--- src/rtl/pipe_hazard_ctrl.sv ---
// Stall/flush controller for the 5-stage RV64 pipeline: PC and inter-stage hold/clear strobes.
// Optional perf counters are enabled by defining PIPE_CTRL_PERF_EN.
module pipe_hazard_ctrl #(
    parameter int unsigned ADDR_W = 64,
    parameter int unsigned RA_W   = 5
) (
    input  logic              clk,
    input  logic              rst,
    input  logic              if_busy,
    input  logic              mem_busy,
    input  logic              ex_busy,
    input  logic [RA_W-1:0]   id_rs1,
    input  logic [RA_W-1:0]   id_rs2,
    input  logic [1:0]        id_rs_used,
    input  logic [RA_W-1:0]   ex_rd,
    input  logic              ex_is_load,
    input  logic              br_valid,
    input  logic [ADDR_W-1:0] br_target,
    input  logic              trap_valid,
    input  logic [ADDR_W-1:0] trap_target,
    output logic              pc_hold,
    output logic              pc_load,
    output logic [ADDR_W-1:0] pc_target,
    output logic              hold_ifid,
    output logic              hold_idex,
    output logic              hold_exmem,
    output logic              hold_memwb,
    output logic              clear_ifid,
    output logic              clear_idex,
    output logic              clear_exmem,
`ifdef PIPE_CTRL_PERF_EN
    output logic [63:0]       perf_stall_cnt,
    output logic [63:0]       perf_flush_cnt,
    output logic [63:0]       perf_lu_cnt,
`endif
    output logic              clear_memwb
);

    typedef enum logic [0:0] {StRun, StRedirPend} state_e;

    state_e            state_q, state_d;
    logic [ADDR_W-1:0] pend_target_q, pend_target_d;

    logic trap_eff;
    logic load_use;
    logic down_stall;

    // A trap seen while the MEM access is still outstanding waits for it to finish.
    assign trap_eff   = trap_valid & ~mem_busy;
    assign down_stall = mem_busy | ex_busy;
    assign load_use   = ex_is_load && (ex_rd != '0) &&
                        ((id_rs_used[0] && (id_rs1 == ex_rd)) ||
                         (id_rs_used[1] && (id_rs2 == ex_rd)));

    always_ff @(posedge clk) begin
        if (rst) begin
            state_q       <= StRun;
            pend_target_q <= '0;
        end else begin
            state_q       <= state_d;
            pend_target_q <= pend_target_d;
        end
    end

    always_comb begin
        state_d       = state_q;
        pend_target_d = pend_target_q;
        case (state_q)
            StRun: begin
                if (!trap_eff && !down_stall && br_valid && if_busy) begin
                    state_d       = StRedirPend;
                    pend_target_d = br_target;
                end
            end
            StRedirPend: begin
                if (trap_eff || !if_busy) begin
                    state_d       = StRun;
                    pend_target_d = '0;
                end
            end
            default: begin
                state_d       = StRun;
                pend_target_d = '0;
            end
        endcase
    end

    always_comb begin
        pc_hold     = 1'b0;
        pc_load     = 1'b0;
        pc_target   = '0;
        hold_ifid   = 1'b0;
        hold_idex   = 1'b0;
        hold_exmem  = 1'b0;
        hold_memwb  = 1'b0;
        clear_ifid  = 1'b0;
        clear_idex  = 1'b0;
        clear_exmem = 1'b0;
        clear_memwb = 1'b0;
        if (rst) begin
            clear_ifid  = 1'b1;
            clear_idex  = 1'b1;
            clear_exmem = 1'b1;
            clear_memwb = 1'b1;
        end else if (trap_eff) begin
            clear_ifid  = 1'b1;
            clear_idex  = 1'b1;
            clear_exmem = 1'b1;
            clear_memwb = 1'b1;
            pc_load     = 1'b1;
            pc_target   = trap_target;
        end else begin
            if (mem_busy) begin
                hold_idex   = 1'b1;
                hold_exmem  = 1'b1;
                clear_memwb = 1'b1;
            end else if (ex_busy) begin
                hold_idex   = 1'b1;
                clear_exmem = 1'b1;
            end
            // While a redirect is deferred, the PC and IF/ID follow the pending redirect only.
            if (state_q == StRedirPend) begin
                clear_ifid = 1'b1;
                if (if_busy) begin
                    pc_hold = 1'b1;
                end else begin
                    pc_load   = 1'b1;
                    pc_target = pend_target_q;
                end
            end else if (down_stall) begin
                pc_hold   = 1'b1;
                hold_ifid = 1'b1;
            end else if (br_valid) begin
                clear_ifid = 1'b1;
                clear_idex = 1'b1;
                if (if_busy) begin
                    pc_hold = 1'b1;
                end else begin
                    pc_load   = 1'b1;
                    pc_target = br_target;
                end
            end else if (load_use) begin
                pc_hold    = 1'b1;
                hold_ifid  = 1'b1;
                clear_idex = 1'b1;
            end else if (if_busy) begin
                pc_hold    = 1'b1;
                clear_ifid = 1'b1;
            end
        end
    end

`ifdef PIPE_CTRL_PERF_EN
    logic lu_bubble;

    assign lu_bubble = (state_q == StRun) && !trap_eff && !down_stall && !br_valid && load_use;

    always_ff @(posedge clk) begin
        if (rst) begin
            perf_stall_cnt <= '0;
            perf_flush_cnt <= '0;
            perf_lu_cnt    <= '0;
        end else begin
            perf_stall_cnt <= perf_stall_cnt + 64'(pc_hold);
            perf_flush_cnt <= perf_flush_cnt + 64'(pc_load);
            perf_lu_cnt    <= perf_lu_cnt + 64'(lu_bubble);
        end
    end
`endif

endmodule
--- config.mk ---
export PLATFORM = sky130hd
export DESIGN_NAME = pipe_hazard_ctrl
export DESIGN_NICKNAME = d
export VERILOG_FILES = /design/src/rtl/pipe_hazard_ctrl.sv
export SDC_FILE = /design/constraint.sdc
export NUM_CORES = 1
export LEC_CHECK = 0
export CAP_MARGIN = 10
export CORE_UTILIZATION = 39
export DETAILED_ROUTE_END_ITERATION = 8
export GPL_ROUTABILITY_DRIVEN = 0
export PLACE_DENSITY = 0.82
export SLEW_MARGIN = 0
export SYNTH_ARGS = -nofsm -noshare
export SYNTH_HDL_FRONTEND = slang
export SYNTH_SLANG_ARGS = --single-unit
--- constraint.sdc ---
create_clock -name clk -period 2.9 [get_ports clk]
set_clock_uncertainty 0.1 [all_clocks]
set_input_delay 0.58 -clock clk [delete_from_list [all_inputs] [get_ports clk]]
set_output_delay 0.58 -clock clk [all_outputs]
set_load 0.01 [all_outputs]
==> results.json, run 1 <==
{
  "status": "complete, but fails checks",
  "violations": "negative setup slack",
  "synth_edf_count": 0,
  "htreeDepth": 3,
  "port_buffers": 225,
  "final_cell_mix": "clkdlybuf4s50_1, nor2_1, a21oi_1, dfxtp_1",
  "hold_violations": 0,
  "worstPathArrival_ns": 2.28,
  "min_from": "pend_target_q[14]$_SDFFE_PP0P_",
  "worstSetupPathType": "input pin to output pin",
  "routed_wl_um": 16300,
  "drive_above_1_share": 0.231,
  "ir_drop_v": 0.000259,
  "clkTransAtPathRegs_ns": 0.06,
  "antenna_found_initial": 1,
  "ys_seq_area_frac": 0.326,
  "root_buffer": "clkbuf_8",
  "cts_tree": "yes",
  "fp-row-count": 36,
  "ys.flop_type": "dfxtp_1",
  "min_path_type": "register to register",
  "post-route-period-util": 1.02,
  "vias_per_cell": 5.73,
  "layout.area.seq_um2": 1300,
  "whs_path_depth": 2,
  "worstPathRequired_ns": 2.22,
  "async_reset_ff_frac": 0,
  "vias": 5329,
  "multi_input_area_um2": 2660,
  "die_h_um": 103,
  "slew_viol_final": 0,
  "rsz0062_at_grt": "true",
  "rr_endpoint": "pend_target_q[38]$_SDFFE_PP0P_",
  "holdBufCountCts": 0,
  "setup_viol_count_final": 29,
  "crit_fanout": 8,
  "final_common_cell": "clkdlybuf4s50_1",
  "ys_types": 32,
  "nets": 944,
  "cts_max_path_buffers": 2,
  "powerDensity_nw_per_um2": 337,
  "max_freq_mhz": 337,
  "area_growth_pct": 74.7,
  "ant_nets": 0,
  "grt_pass1_vias": 4966,
  "end_kind": "output pin",
  "worstSkewPairLatency_ns": 0.33,
  "cts_buffers": 9,
  "grtUsageMet1": 0.335,
  "die-area_um2": 10600,
  "wl_per_cell_um": 17.6,
  "die_x_um": 103,
  "grt.busiest_layer": "met2",
  "netlist_area_um2": 3990,
  "critPathLaunchType": "input pin",
  "drc": 0,
  "rrSetupSlack_ns": 0.72,
  "grt_overflow_total": 0,
  "stdcell_area_um2": 6960,
  "drt-pass1-iter-count": 5,
  "placed_area_um2": 6480,
  "gr-usage-met2": 0.524,
  "netlist_instances": 561,
  "ios": 227,
  "grt_pass1_wl_um": 23900,
  "synth_nets": 714,
  "fillers": 801,
  "pre_cts_slack_ns": -0.803,
  "initial_core_util": 0.406,
  "core_um2": 9820,
  "met3_usage": 0.0556,
  "cap_violations": 0,
  "r2r_start": "state_q$_SDFF_PP0_",
  "clkSinkCount": 65,
  "ys_seq_elements": 65,
  "timing.final.ws_setup_ns": -0.0631,
  "fin_hold_ws_ns": 0.369,
  "holdPathEnd": "pend_target_q[14]$_SDFFE_PP0P_",
  "period_needed_ns": 2.96,
  "drtIter0Drc": 262,
  "dp_hpwl_um": 10800,
  "postSynthAreaPerCell_um2": 7.11,
  "grt_usage": 0.291,
  "grt_max_degree": 37,
  "ys_warn_count": 0,
  "reg2reg_depth": 6,
  "power_leakage_nw": 2.63
}
-- stage by stage --
| step | power [mW] | TNS (ns) | utilization | std cells |
|---|---|---|---|---|
| finish | 2.35 | -0.795 | 0.709 | 930 |
| global route | 2.45 | -4.18 | 0.709 | 930 |
| CTS | 2.30 | -0.915 | 0.674 | 922 |
| detailed placement | 1.54 | -52.22 | 0.660 | 893 |
| global placement | 1.53 | -49.08 | 0.660 | 893 |
| floorplan | 1.15 | 0 | - | 561 |
-- power by group --
part	internal, mW	switching, mW
Clock	0.468	0.336
Combinational	0.351	0.282
Sequential	0.904	0.00767
-- what timing repair did --
| action | 4_1_cts | 5_1_grt |
|---|---|---|
| pin swaps | 39 | 44 |
| setup endpoints to repair | 71 | 58 |
| resized for setup | 274 | 76 |
| gates cloned | 3 | 3 |
| setup buffers | 10 | 7 |
-- cell usage after synthesis (3+ instances only) --
cell type / instances / share of area
nor2_1: 68 / 0.064
nor3_1: 66 / 0.083
a21oi_1: 65 / 0.082
dfxtp_1: 65 / 0.33
nand3_1: 65 / 0.082
a221oi_1: 64 / 0.14
nand2_1: 64 / 0.060
clkbuf_1: 38 / 0.036
buf_6: 12 / 0.034
xor2_1: 8 / 0.018
buf_2: 6 / 0.0075
buf_1: 5 / 0.0047
nor2b_1: 4 / 0.0063
o21ai_0: 4 / 0.0050
nor4_1: 3 / 0.0047
o21a_1: 3 / 0.0056
-- how the worst max path moves through the flow --
stage | startpoint | endpoint | slack [ns] | cells after the start
after global placement | mem_busy | pc_target[2] | -0.73 | 7
after global routing | mem_busy | pc_target[1] | -0.18 | 10
after detailed placement | mem_busy | pc_target[34] | -0.80 | 7
final | mem_busy | pc_target[1] | -0.06 | 10
after CTS | ex_busy | pc_target[62] | -0.06 | 10
after floorplan | ex_busy | pc_target[10] | 0.31 | 5
-- kinds of logic (layout without fill, tap and decap cells) --
family / Yosys count / in the layout / synth area share
compound gates: 141 / 141 / 0.243
flops: 65 / 65 / 0.326
buf+inv: 65 / 300 / 0.0876
other cells: 1 / 2 / 0.000941
simple gates: 279 / 279 / 0.320
xor+xnor: 10 / 10 / 0.0220
-- critical path, stage by stage --
cell	delay (ns)
buf_12	0.11
or4b_4	0.55
nor2_4	0.13
buf_6	0.12
buf_6	0.10
buf_6	0.11
buf_12	0.15
a221oi_2	0.08
nor3_1	0.16
buf_2	0.18
-- area by class of cell --
cell class                 count  share of cell area
tap                          133              0.0239
multi-input combinational    431               0.382
clock inverter                 2             0.00503
sequential                    65               0.187
timing repair buffer         282               0.376
clock buffer                  14              0.0248
antenna                        1            0.000359
inverter                       2             0.00108
-- sequential cells by signal, indices dropped and copies added (netlist names) --
register	cells
state_q	1
pend_target_q	64
-- metal layers --
| metal | vias to the layer above | part of all wire |
|---|---|---|
| li1 | 2514 | - |
| met1 | 2524 | 0.39 |
| met2 | 258 | 0.52 |
| met3 | 33 | 0.071 |
| met4 | 0 | 0.023 |
| met5 | - | 0 |
Power figures use the tool's default switching activity.
==> inputs of run 2 (changes only) <==
CORE_UTILIZATION = 41   (was 39)
DONT_BUFFER_PORTS = 1   (was default)
PLACE_DENSITY = default   (was 0.82)
==> results.json, run 2 (same netlist as run 1, synthesis figures left out) <==
{
  "status": "complete, but fails checks",
  "violations": "negative setup slack",
  "stdcell_area_um2": 4890,
  "wl_per_cell_um": 17.5,
  "worstSetupPathType": "register to output pin",
  "layout.area.seq_um2": 1310,
  "dp_hpwl_um": 7850,
  "final_common_cell": "buf_4",
  "ant_nets": 0,
  "hold_violations": 0,
  "multi_input_area_um2": 2430,
  "top_regs": "pend_target_q: 64 flops, state_q: 1 flops",
  "die_x_um": 101,
  "ios": 227,
  "fillers": 945,
  "cts_max_path_buffers": 2,
  "grt_overflow_total": 0,
  "core_um2": 9330,
  "timing.final.ws_setup_ns": -0.0308,
  "die_h_um": 101,
  "nets": 749,
  "drt-pass1-iter-count": 4,
  "powerDensity_nw_per_um2": 411,
  "vias": 4351,
  "worst_pin_slew_ns": 0.675,
  "port_buffers": 0,
  "slew_viol_final": 0,
  "cts_tree": "yes",
  "worstSkewPairLatency_ns": 0.33,
  "area_growth_pct": 22.7,
  "critPathLaunchType": "register",
  "finalNonFillerCells": 728,
  "root_buffer": "clkbuf_8",
  "crit_fanout": 12,
  "drc": 0,
  "die-area_um2": 10100,
  "path_cells": "or4b_4 -> nor2_4 -> buf_12 -> buf_6 -> a221oi_1 -> nor3_1 -> buf_4",
  "grt_max_degree": 136,
  "antenna_found_initial": 0,
  "final_cell_mix": "buf_4, nor2_1, nor3_1, a21oi_1, nand3_1",
  "placed_area_um2": 4440,
  "period_needed_ns": 2.93,
  "fp-row-count": 35,
  "routed_wl_um": 12800,
  "rsz0062_at_grt": "true",
  "drtIter0Drc": 240,
  "grt_pass1_wl_um": 18400,
  "post-place-cells": 704,
  "largest_reg_flops": 64,
  "max_freq_mhz": 341,
  "min_path_type": "input pin to register",
  "cts_buffers": 9,
  "end_kind": "output pin",
  "critPathSlowestCell": "or4b_4",
  "fin_total_pwr_mw": 2.01,
  "cap_violations": 0,
  "post-route-period-util": 1.01,
  "htreeDepth": 3,
  "clkTransAtPathRegs_ns": 0.07,
  "top_register": "pend_target_q",
  "relSlewSlack": 0.550,
  "ir_drop_v": 0.000246,
  "fin_hold_ws_ns": 0.232,
  "worst_path_largest_cell_delay_ns": 0.52,
  "grt_pass1_vias": 3789,
  "vias_per_cell": 5.98,
  "worstPathRequired_ns": 2.22,
  "diodes": 0,
  "drive_above_1_share": 0.199,
  "setup_viol_count_final": 21,
  "clkSinkCount": 65,
  "grt_usage": 0.227,
  "power_leakage_nw": 1.66,
  "initial_core_util": 0.427,
  "worstPathArrival_ns": 2.25
}
## run 2: changes by cell type in the layout (fill, tap and decap cells not counted), sizes merged
cell           delta
clkdlybuf4s15     -2
clkbuf           -11
buf              -30
dlygate4sd2       -9
clkinv            -1
clkdlybuf4s50   -140
dlymetal6s2s      -5
clkinvlp          +1
diode             -1
## run 2: final timing paths
check / endpoint / start / slack (ns) / cells past startpoint
min: pend_target_q[24]$_SDFFE_PP0P_ / rst / 0.23 / 1
max reg2reg: pend_target_q[38]$_SDFFE_PP0P_ / state_q$_SDFF_PP0_ / 0.87 / 5
max: pc_target[28] / state_q$_SDFF_PP0_ / -0.03 / 7
min reg2reg: pend_target_q[32]$_SDFFE_PP0P_ / pend_target_q[32]$_SDFFE_PP0P_ / 0.36 / 2
## run 2: cell type report
class / count / share of cell area
Multi-Input combinational cell: 431 / 0.497
Timing Repair Buffer: 87 / 0.160
Clock buffer: 12 / 0.0338
Inverter: 2 / 0.00154
Clock inverter: 2 / 0.00768
Sequential cell: 65 / 0.267
Tap cell: 129 / 0.0330
## run 2: worst max-delay path: cells and delay by family (launching register included)
family,cells,cell delay [ns]
AND/OR/NAND/NOR,3,0.95
buffers and inverters,3,0.50
flip-flops,1,0.37
AO/OA/AOI/OAI,1,0.10
## run 2: what timing repair did
| item | 4_1_cts | 5_1_grt |
|---|---|---|
| resized for setup | 1 | 14 |
| buffers inserted | 0 | 3 |
| pin swaps | 0 | 16 |
| cloned | 0 | 7 |
| hold buffers | 0 | 0 |
| endpoints found under the setup margin | 27 | 63 |
## run 2: report_power, final
part           leakage (nW)  switching, mW  internal (mW)
logic                  1.03          0.161          0.145
clock network         0.101          0.337          0.458
registers             0.525        0.00660          0.903
total                  1.66          0.504           1.51
## run 2: routing by layer
metal | share of wire | vias to the layer above | track usage
met5 | 0 | - | 0
met4 | 0.017 | 0 | 0.0814
met3 | 0.087 | 18 | 0.0638
met2 | 0.48 | 182 | 0.395
met1 | 0.41 | 2035 | 0.266
li1 | - | 2116 | -
## run 2: stage by stage
| stage | utilization | setup WS (ns) | TNS [ns] |
|---|---|---|---|
| after floorplan | - | 0.306 | 0 |
| after global routing | 0.524 | -0.106 | -4.13 |
| after CTS | 0.497 | 0.0218 | 0 |
| after global placement | 0.476 | 0.211 | 0 |
| final | 0.524 | -0.0308 | -0.320 |
| after detailed placement | 0.476 | 0.215 | 0 |
==> inputs of run 3 (changes only) <==
ABC_CLOCK_PERIOD_IN_PS = 2900   (was default)
PLACE_DENSITY_LB_ADDON = 0.05   (was default)
==> results.json, run 3 (same netlist as run 1, synthesis figures left out) <==
{
  "nets": 747,
  "die_x_um": 101,
  "cp_num_buf_inv": 2,
  "fp-row-count": 35,
  "power_leakage_nw": 1.60,
  "cap_violations": 0,
  "worstPathRequired_ns": 2.22,
  "rsz0062_at_grt": "true",
  "post-route-period-util": 0.961,
  "max_freq_mhz": 359,
  "relSlewSlack": 0.502,
  "vias_per_cell": 5.87,
  "core_um2": 9330,
  "status": "finished clean",
  "worstSetupPathType": "register to output pin",
  "cts_buffers": 9,
  "area_growth_pct": 18.5,
  "htreeDepth": 3,
  "ir_drop_v": 0.000260,
  "fin_total_pwr_mw": 2.06,
  "powerDensity_nw_per_um2": 436,
  "worstSkewPairLatency_ns": 0.33,
  "period_needed_ns": 2.79,
  "worst_pin_slew_ns": 0.745,
  "antenna_found_initial": 0,
  "slew_viol_final": 0,
  "drtIter0Drc": 207,
  "grt_overflow_total": 0,
  "fillers": 977,
  "vias": 4275,
  "ios": 227,
  "worst_path_largest_cell_delay_ns": 0.50,
  "crit_fanout": 15,
  "pre_cts_slack_ns": 0.128,
  "cts_tree": "yes",
  "path_cells": "or4b_4 -> nor2_4 -> buf_4 -> a221oi_1 -> nor3_1 -> buf_4",
  "grt_max_degree": 136,
  "initial_core_util": 0.427,
  "port_buffers": 0,
  "ant_nets": 0,
  "final_cell_mix": "buf_4, nor2_1, nor3_1",
  "top_regs": "pend_target_q: 64 flops, state_q: 1 flops",
  "setup_viol_count_final": 0,
  "timing.final.ws_setup_ns": 0.113,
  "crit_path_frequent_cell": "buf_4",
  "wl_per_cell_um": 17.1,
  "grt_pass1_wl_um": 19300,
  "final_common_cell": "buf_4",
  "die-area_um2": 10100,
  "grt_usage": 0.238,
  "tns_ns": 0,
  "clkSinkCount": 65,
  "largest_reg_flops": 64,
  "critPathSlowestCell": "or4b_4",
  "drive_above_1_share": 0.180,
  "critPathTopFamily": "simple AND/OR/NAND/NOR gates",
  "cts_max_path_buffers": 2,
  "end_kind": "output pin",
  "drt-pass1-iter-count": 4,
  "holdBufCountCts": 0,
  "diodes": 0,
  "hold_violations": 0,
  "worstPathArrival_ns": 2.11,
  "min_path_type": "input pin to register",
  "die_h_um": 101,
  "fin_hold_ws_ns": 0.213,
  "root_buffer": "clkbuf_8",
  "clkTransAtPathRegs_ns": 0.08,
  "top_register": "pend_target_q",
  "drc": 0,
  "dp_hpwl_um": 8330,
  "critPathLaunchType": "register",
  "grt_pass1_vias": 3900,
  "routed_wl_um": 12400
}
[run 3: cell types whose count changed in the layout (fill, tap and decap cells not counted), sizes merged]
cell / previous run / this run
buf: 83 / 85
bufinv: 1 / 2
clkbuf: 16 / 12
clkinv: 0 / 1
[run 3: area by class of cell]
type	count	area, um^2	share of cell area
inverters	2	7.51	0.00159
clock inverters	4	76.3	0.0162
repair buffers	85	667	0.141
well taps	129	161	0.0342
multi-input cells	431	2360	0.500
flip-flops and latches	65	1310	0.276
clock buffers	12	145	0.0307
[run 3: path summary, 6_finish.rpt]
kind,start,to,slack [ns],cells after the start
hold / removal,rst,pend_target_q[27]$_SDFFE_PP0P_,0.21,1
setup reg to reg,state_q$_SDFF_PP0_,pend_target_q[24]$_SDFFE_PP0P_,0.72,6
hold reg to reg,pend_target_q[46]$_SDFFE_PP0P_,pend_target_q[46]$_SDFFE_PP0P_,0.37,2
setup / recovery,state_q$_SDFF_PP0_,pc_target[19],0.11,6
[run 3: per-layer routing]
metal | wire length, um | vias up | GRT usage
met1 | 5200 | 1983 | 0.298
met4 | 102 | 0 | 0.0624
met5 | 0 | - | 0
li1 | - | 2111 | -
met2 | 6050 | 173 | 0.405
met3 | 1070 | 8 | 0.0638
[run 3: where the power goes]
group / switching [mW] / total [mW] / internal [mW]
sequential: 0.00622 / 0.909 / 0.903
combinational: 0.154 / 0.289 / 0.135
clock: 0.349 / 0.859 / 0.510
[run 3: timing repair]
action	CTS	global route
setup endpoints to repair	38	36
pin swaps	3	2
setup buffers	2	2
gates cloned	1	0
resized for setup	2	2
[run 3: through the flow]
stage | instances | instance area [um^2] | util
2_1_floorplan | 561 | 3990 | -
3_3_place_gp | 708 | 4470 | 0.479
3_5_place_dp | 708 | 4470 | 0.479
4_1_cts | 727 | 4730 | 0.507
5_1_grt | 728 | 4720 | 0.507
6_report | 728 | 4720 | 0.507
